## config.mk

```make
export PLATFORM = sky130hd
export DESIGN_NAME = uart_baud_gen_os
export DESIGN_NICKNAME = d
export VERILOG_FILES = /design/src/rtl/uart_baud_gen_os.sv
export SDC_FILE = /design/constraint.sdc
export NUM_CORES = 1
export LEC_CHECK = 0
export ABC_AREA = 1
export CAP_MARGIN = 10
export CORE_ASPECT_RATIO = 1.25
export CORE_MARGIN = 5
export CORE_UTILIZATION = 45
export DETAILED_ROUTE_END_ITERATION = 6
export GPL_TIMING_DRIVEN = 0
export PLACE_DENSITY = 0.67
export SLEW_MARGIN = 15
export SYNTH_ARGS = -nofsm -noshare
export SYNTH_HDL_FRONTEND = slang
export SYNTH_SLANG_ARGS = --single-unit
```

## constraint.sdc

```tcl
create_clock -name clk -period 2 [get_ports clk]
set_input_delay 0.4 -clock clk [delete_from_list [all_inputs] [get_ports clk]]
set_output_delay 0.4 -clock clk [all_outputs]
set_load 0.05 [all_outputs]
```

## src/rtl/uart_baud_gen_os.sv

```systemverilog
// Oversampling UART baud generator: os_tick (OSR x baud), baud_tick, mid_tick.
// Latency: all ticks are registered, high in the cycle after the period counter wraps.
// Backpressure: cfg_ready is low while a divisor is pending, until it is applied.
// Optional feature: define UART_BAUD_FRAC_EN for the fractional divisor accumulator.
module uart_baud_gen_os #(
  parameter int unsigned CLK_FREQ     = 50_000_000,
  parameter int unsigned DEFAULT_BAUD = 9600,
  parameter int unsigned OSR          = 16,
  parameter int unsigned DIV_W        = 16,
  parameter int unsigned FRAC_W       = 4
) (
  input  logic              clk,
  input  logic              rst,
  input  logic              en,
  input  logic              restart,
  input  logic [DIV_W-1:0]  cfg_div_int,
  input  logic [FRAC_W-1:0] cfg_div_frac,
  input  logic              cfg_valid,
  output logic              cfg_ready,
  output logic              os_tick,
  output logic              baud_tick,
  output logic              mid_tick,
  output logic              cfg_err
);

  localparam int unsigned       OS_W    = (OSR > 1) ? $clog2(OSR) : 1;
  localparam logic [OS_W-1:0]   OS_LAST = OS_W'(OSR - 1);
  localparam logic [OS_W-1:0]   OS_MID  = OS_W'(OSR / 2 - 1);
  localparam logic [63:0]       BAUD_OS = 64'(DEFAULT_BAUD) * 64'(OSR);
`ifdef UART_BAUD_FRAC_EN
  // Rounded fixed-point divisor: integer part above FRAC_W, fraction below.
  localparam logic [63:0]       Q_DEF    = ((64'(CLK_FREQ) << FRAC_W) + BAUD_OS / 64'd2) / BAUD_OS;
  localparam logic [DIV_W-1:0]  DEF_INT  = DIV_W'(Q_DEF >> FRAC_W);
  localparam logic [FRAC_W-1:0] DEF_FRAC = FRAC_W'(Q_DEF);
`else
  localparam logic [63:0]       Q_DEF    = (64'(CLK_FREQ) + BAUD_OS / 64'd2) / BAUD_OS;
  localparam logic [DIV_W-1:0]  DEF_INT  = DIV_W'(Q_DEF);
`endif

  logic [DIV_W-1:0] div_int_q,  div_int_d;
  logic [DIV_W-1:0] pend_int_q, pend_int_d;
  logic [DIV_W-1:0] cnt_q,      cnt_d;
  logic [OS_W-1:0]  os_cnt_q,   os_cnt_d;
  logic             pend_q,     pend_d;
  logic             cfg_ready_q, cfg_ready_d;
  logic             cfg_err_q,   cfg_err_d;
  logic             os_tick_q,   os_tick_d;
  logic             baud_tick_q, baud_tick_d;
  logic             mid_tick_q,  mid_tick_d;
  logic             apply;
  logic             cfg_accept;
  logic             cfg_bad;
  logic [DIV_W:0]   period_last;
  logic             wrap;

`ifdef UART_BAUD_FRAC_EN
  logic [FRAC_W-1:0] div_frac_q,  div_frac_d;
  logic [FRAC_W-1:0] pend_frac_q, pend_frac_d;
  logic [FRAC_W-1:0] acc_q,       acc_d;
  logic              ext_q,       ext_d;
  logic [FRAC_W:0]   acc_sum;

  assign acc_sum     = {1'b0, acc_q} + {1'b0, div_frac_q};
  // Current period is div_int cycles, stretched by one when the last wrap carried.
  assign period_last = {1'b0, div_int_q} + {{DIV_W{1'b0}}, ext_q} - {{DIV_W{1'b0}}, 1'b1};
`else
  logic cfg_frac_unused;

  assign cfg_frac_unused = ^cfg_div_frac;
  assign period_last     = {1'b0, div_int_q} - {{DIV_W{1'b0}}, 1'b1};
`endif

  assign cfg_accept = cfg_valid && cfg_ready_q;
  assign cfg_bad    = (cfg_div_int < DIV_W'(2));
  assign wrap       = ({1'b0, cnt_q} == period_last);

  // Next-state: config capture, restart/enable handling, period and oversample counting.
  always_comb begin
    div_int_d   = div_int_q;
    pend_int_d  = pend_int_q;
    cnt_d       = cnt_q;
    os_cnt_d    = os_cnt_q;
    pend_d      = pend_q;
    cfg_err_d   = cfg_err_q;
    os_tick_d   = 1'b0;
    baud_tick_d = 1'b0;
    mid_tick_d  = 1'b0;
    apply       = 1'b0;
`ifdef UART_BAUD_FRAC_EN
    div_frac_d  = div_frac_q;
    pend_frac_d = pend_frac_q;
    acc_d       = acc_q;
    ext_d       = ext_q;
`endif

    if (cfg_accept) begin
      if (cfg_bad) begin
        cfg_err_d = 1'b1;
      end else begin
        pend_d     = 1'b1;
        pend_int_d = cfg_div_int;
`ifdef UART_BAUD_FRAC_EN
        pend_frac_d = cfg_div_frac;
`endif
      end
    end

    if (restart) begin
      // Re-align to an RX edge; a request accepted this same cycle takes effect now.
      cnt_d    = '0;
      os_cnt_d = '0;
`ifdef UART_BAUD_FRAC_EN
      acc_d    = '0;
      ext_d    = 1'b0;
`endif
      apply    = pend_d;
    end else if (en) begin
      if (wrap) begin
        cnt_d       = '0;
        os_tick_d   = 1'b1;
        baud_tick_d = (os_cnt_q == OS_LAST);
        mid_tick_d  = (os_cnt_q == OS_MID);
        os_cnt_d    = (os_cnt_q == OS_LAST) ? '0 : os_cnt_q + OS_W'(1);
`ifdef UART_BAUD_FRAC_EN
        acc_d       = acc_sum[FRAC_W-1:0];
        ext_d       = acc_sum[FRAC_W];
`endif
        apply       = pend_q;
      end else begin
        cnt_d = cnt_q + DIV_W'(1);
      end
    end else begin
      // Counters are frozen, so a pending divisor can be swapped in straight away.
      apply = pend_q;
    end

    if (apply) begin
      div_int_d = pend_int_d;
      cnt_d     = '0;
      pend_d    = 1'b0;
`ifdef UART_BAUD_FRAC_EN
      div_frac_d = pend_frac_d;
      acc_d      = '0;
      ext_d      = 1'b0;
`endif
    end

    cfg_ready_d = !pend_d;
  end

  // State and registered outputs; reset reloads the default divisor and drops any request.
  always_ff @(posedge clk) begin
    if (rst) begin
      div_int_q   <= DEF_INT;
      pend_int_q  <= '0;
      cnt_q       <= '0;
      os_cnt_q    <= '0;
      pend_q      <= 1'b0;
      cfg_ready_q <= 1'b1;
      cfg_err_q   <= 1'b0;
      os_tick_q   <= 1'b0;
      baud_tick_q <= 1'b0;
      mid_tick_q  <= 1'b0;
`ifdef UART_BAUD_FRAC_EN
      div_frac_q  <= DEF_FRAC;
      pend_frac_q <= '0;
      acc_q       <= '0;
      ext_q       <= 1'b0;
`endif
    end else begin
      div_int_q   <= div_int_d;
      pend_int_q  <= pend_int_d;
      cnt_q       <= cnt_d;
      os_cnt_q    <= os_cnt_d;
      pend_q      <= pend_d;
      cfg_ready_q <= cfg_ready_d;
      cfg_err_q   <= cfg_err_d;
      os_tick_q   <= os_tick_d;
      baud_tick_q <= baud_tick_d;
      mid_tick_q  <= mid_tick_d;
`ifdef UART_BAUD_FRAC_EN
      div_frac_q  <= div_frac_d;
      pend_frac_q <= pend_frac_d;
      acc_q       <= acc_d;
      ext_q       <= ext_d;
`endif
    end
  end

  assign cfg_ready = cfg_ready_q;
  assign cfg_err   = cfg_err_q;
  assign os_tick   = os_tick_q;
  assign baud_tick = baud_tick_q;
  assign mid_tick  = mid_tick_q;

endmodule

```

==> impl_metrics.py <==
metrics = {
    "worst_setup_path": {
        "setup.worst_path.end_class": "register",
        "cp_max_fo": 10,
        "slowest_delay_ns": 0.36,
        "slowest_stage": "dfxtp_1",
        "start_kind": "register",
        "crit_arrival_ns": 2.36,
        "startpoint": "div_int_q[4]",
        "crit_chain": "nor2_1 > nand2_2 > nor2_8 > nand3_4 > a21oi_2 > nand2_1 > nor2_2 > nand3_2 > nand2_4 > nand2_8 > buf_6 > a21oi_1 > nor2_1",
        "worst_path_most_repeated_cell": "nor2_1",
        "reg2reg_from": "div_int_q[4]",
        "cp.required_ns": 2.24,
        "critPathKind": "reg2reg",
    },
    "yosys": {
        "synth-compound-area-share": 0.0762,
        "synth_nets": 543,
        "synthAdderAreaFrac": 0.0109,
        "synthMuxAreaShare": 0,
        "netlist.area_leader.share": 0.338,
        "ys_ff_latch": 58,
        "ys_top_cells_by_area": "dfxtp_1 (34%), nand2_1 (16%), nor2_1 (7.3%)",
        "yosys.area_share.simple": 0.432,
        "synth-edff-count": 0,
        "postSynthAreaPerCell_um2": 6.67,
        "yosysWarnings": 0,
        "synth_top_family_by_area": "simple AND/OR/NAND/NOR gates",
        "syn_inst": 515,
        "seq_area_frac_synth": 0.338,
        "syn_area_um2": 3430,
        "synth-main-ff-cell": "dfxtp_1",
        "synthXorXnorAreaFrac": 0.0587,
        "synth_cell_type_count": 35,
        "synth_area_leader_cell": "dfxtp_1",
        "async_flop_share": 0,
    },
    "place": {
        "dpl.hpwl_um": 6510,
        "dp_cells": 631,
        "gp_congestion": 0.953,
        "io_buffers": 24,
        "placed_cell_area_um2": 3790,
    },
    "grt": {
        "grt_pass1_wl_um": 14900,
        "grt.total_usage": 0.201,
        "grt_pass1_vias": 3349,
        "grt_max_degree": 11,
        "antenna_found_initial": 0,
        "grt-ovfl-total": 0,
    },
    "power_and_ir_drop": {
        "ir_drop_v": 0.000523,
        "power_density_nw_per_um2": 679,
        "power_mw": 3.06,
        "leakage_nw": 1.98,
    },
    "worst_hold_path": {
        "min_from": "rst",
        "min_path_type": "in2reg",
    },
    "clock_tree": {
        "clock_sinks": 58,
        "cts_tree": "done",
        "clk_path_buf_depth": 2,
        "cts_made_buffers": 9,
        "path_clk_slew_ns": 0.07,
        "clockRootBuffer": "clkbuf_8",
        "htreeDepth": 3,
        "clock_latency_ns": 0.35,
    },
    "cells_and_area": {
        "design_area_um2": 4510,
        "nets": 597,
        "layout_commonest_cell": "nand2_1",
        "syn_to_final_growth_pct": 31.3,
        "drive_above_1_share": 0.254,
        "multi_input_area_um2": 2290,
        "diodes": 0,
        "layout.cells.non_filler": 666,
        "nFillCells": 671,
        "final_cell_mix": "nand2_1 (131), dfxtp_1 (50), nor2_1 (49)",
        "register_area_um2": 1180,
    },
    "route": {
        "firstDrtPassIters": 4,
        "first_iter_violations": 187,
        "vias": 3414,
        "drcViolationCount": 0,
        "wl_um": 8750,
        "post_drt_wl_per_cell_um": 13.1,
        "drtAntennaViolNets": 0,
        "post_drt_via_cell_ratio": 5.13,
    },
    "die": {
        "core_um2": 7400,
        "initial_core_util": 0.464,
        "io_pins": 30,
        "num_rows": 35,
        "die_area_um2": 9490,
        "die_y_um": 108,
        "die_w_um": 88.1,
    },
    "sta": {
        "hold_ws_ns": 0.457,
        "setup_ws_ns": -0.114,
        "tns_ns": -2.91,
        "worst_pin_slew_ns": 0.501,
        "slew_headroom": 0.665,
        "maxSlewViolCount": 0,
        "rsz0062_at_grt": "yes",
        "hold_viol_final": 0,
        "fmax_mhz": 473,
        "period_minus_slack_ns": 2.11,
        "period_share": 1.06,
        "setup_viol": 33,
        "skew_ns": 0.00784,
    },
    "job": {
        "max-cap-violations": 0,
    },
    "outcome": {
        "status": "finished, violations left",
        "violations": "negative setup slack",
    },
}
where the power goes:
| group | internal [mW] | switching [mW] |
|---|---|---|
| Sequential | 1.21 | 0.0603 |
| Combinational | 0.264 | 0.364 |
| Clock | 0.675 | 0.488 |
cell families after synthesis:
group | count (synthesis)
and+or+nand+nor | 316
buffers and inverters | 67
DFF | 58
AOI/OAI and AO/OA | 48
xor gates and xnor gates | 23
adders and majority gates | 3
flip-flops by register name, summed over array words and instances (netlist names):
signal,cells
pend_int_q,16
cnt_q,16
div_int_q,16
baud_tick,1
cfg_err,1
os_tick,1
mid_tick,1
cfg_ready,1
os_cnt_q,4
pend_q,1
final timing paths:
kind                                       to  depth (start not counted)  slack [ns]
worst max-delay path             div_int_q[7]                         13       -0.11
worst min-delay path            pend_int_q[5]                          2        0.46
worst max register to register   div_int_q[7]                         13       -0.11
worst min register to register  pend_int_q[9]                          2        0.47
synth_stat cells (5+ instances only):
library cell and count:
inv_2 6, nor3_1 5, nand3_2 13, nor2_2 9, nand2_1 142, xnor2_1 10, nor4_1 5, a21oi_1 35
xor2_1 13, dfxtp_1 58, inv_1 46, o21ai_0 5, nand3_1 42, nand4_1 16, nor2_1 67, nand2_2 5
what timing repair did:
| action | in CTS | in global routing |
|---|---|---|
| setup endpoints to repair | 46 | 41 |
| hold endpoints to repair | 0 | 0 |
| cloned | 1 | 0 |
| hold buffers | 0 | 0 |
| resized for setup | 23 | 74 |
| pin swaps | 9 | 25 |
| buffers inserted | 11 | 7 |
layout make-up:
| type | instances | share of cell area |
|---|---|---|
| Multi-Input combinational cell | 390 | 0.509 |
| Clock buffer | 12 | 0.0366 |
| Buffer | 14 | 0.0233 |
| Tap cell | 92 | 0.0255 |
| Timing Repair Buffer | 43 | 0.0891 |
| Clock inverter | 4 | 0.0108 |
| Sequential cell | 58 | 0.261 |
| Inverter | 53 | 0.0447 |
routing by layer:
layer | vias up | share of wire | track usage
met3 | 30 | 0.036 | 0.0329
met2 | 78 | 0.50 | 0.352
met5 | - | 0 | 0
li1 | 1770 | - | -
met1 | 1536 | 0.42 | 0.230
met4 | 0 | 0.042 | 0.102
stage by stage:
stage	setup slack, ns	utilization
after global placement	-0.661	0.512
after global routing	-0.266	0.609
after CTS	-0.123	0.565
after detailed placement	-0.657	0.512
after floorplan	0.0741	-
final	-0.114	0.609
critical path: cells and delay by family, from the launching register on:
family          cells  cell delay (ns)
simple gates       10             1.20
compound gates      2             0.30
buf+inv             1             0.16
flops               1             0.36
Note: power is estimated with default switching activity, not from simulation.
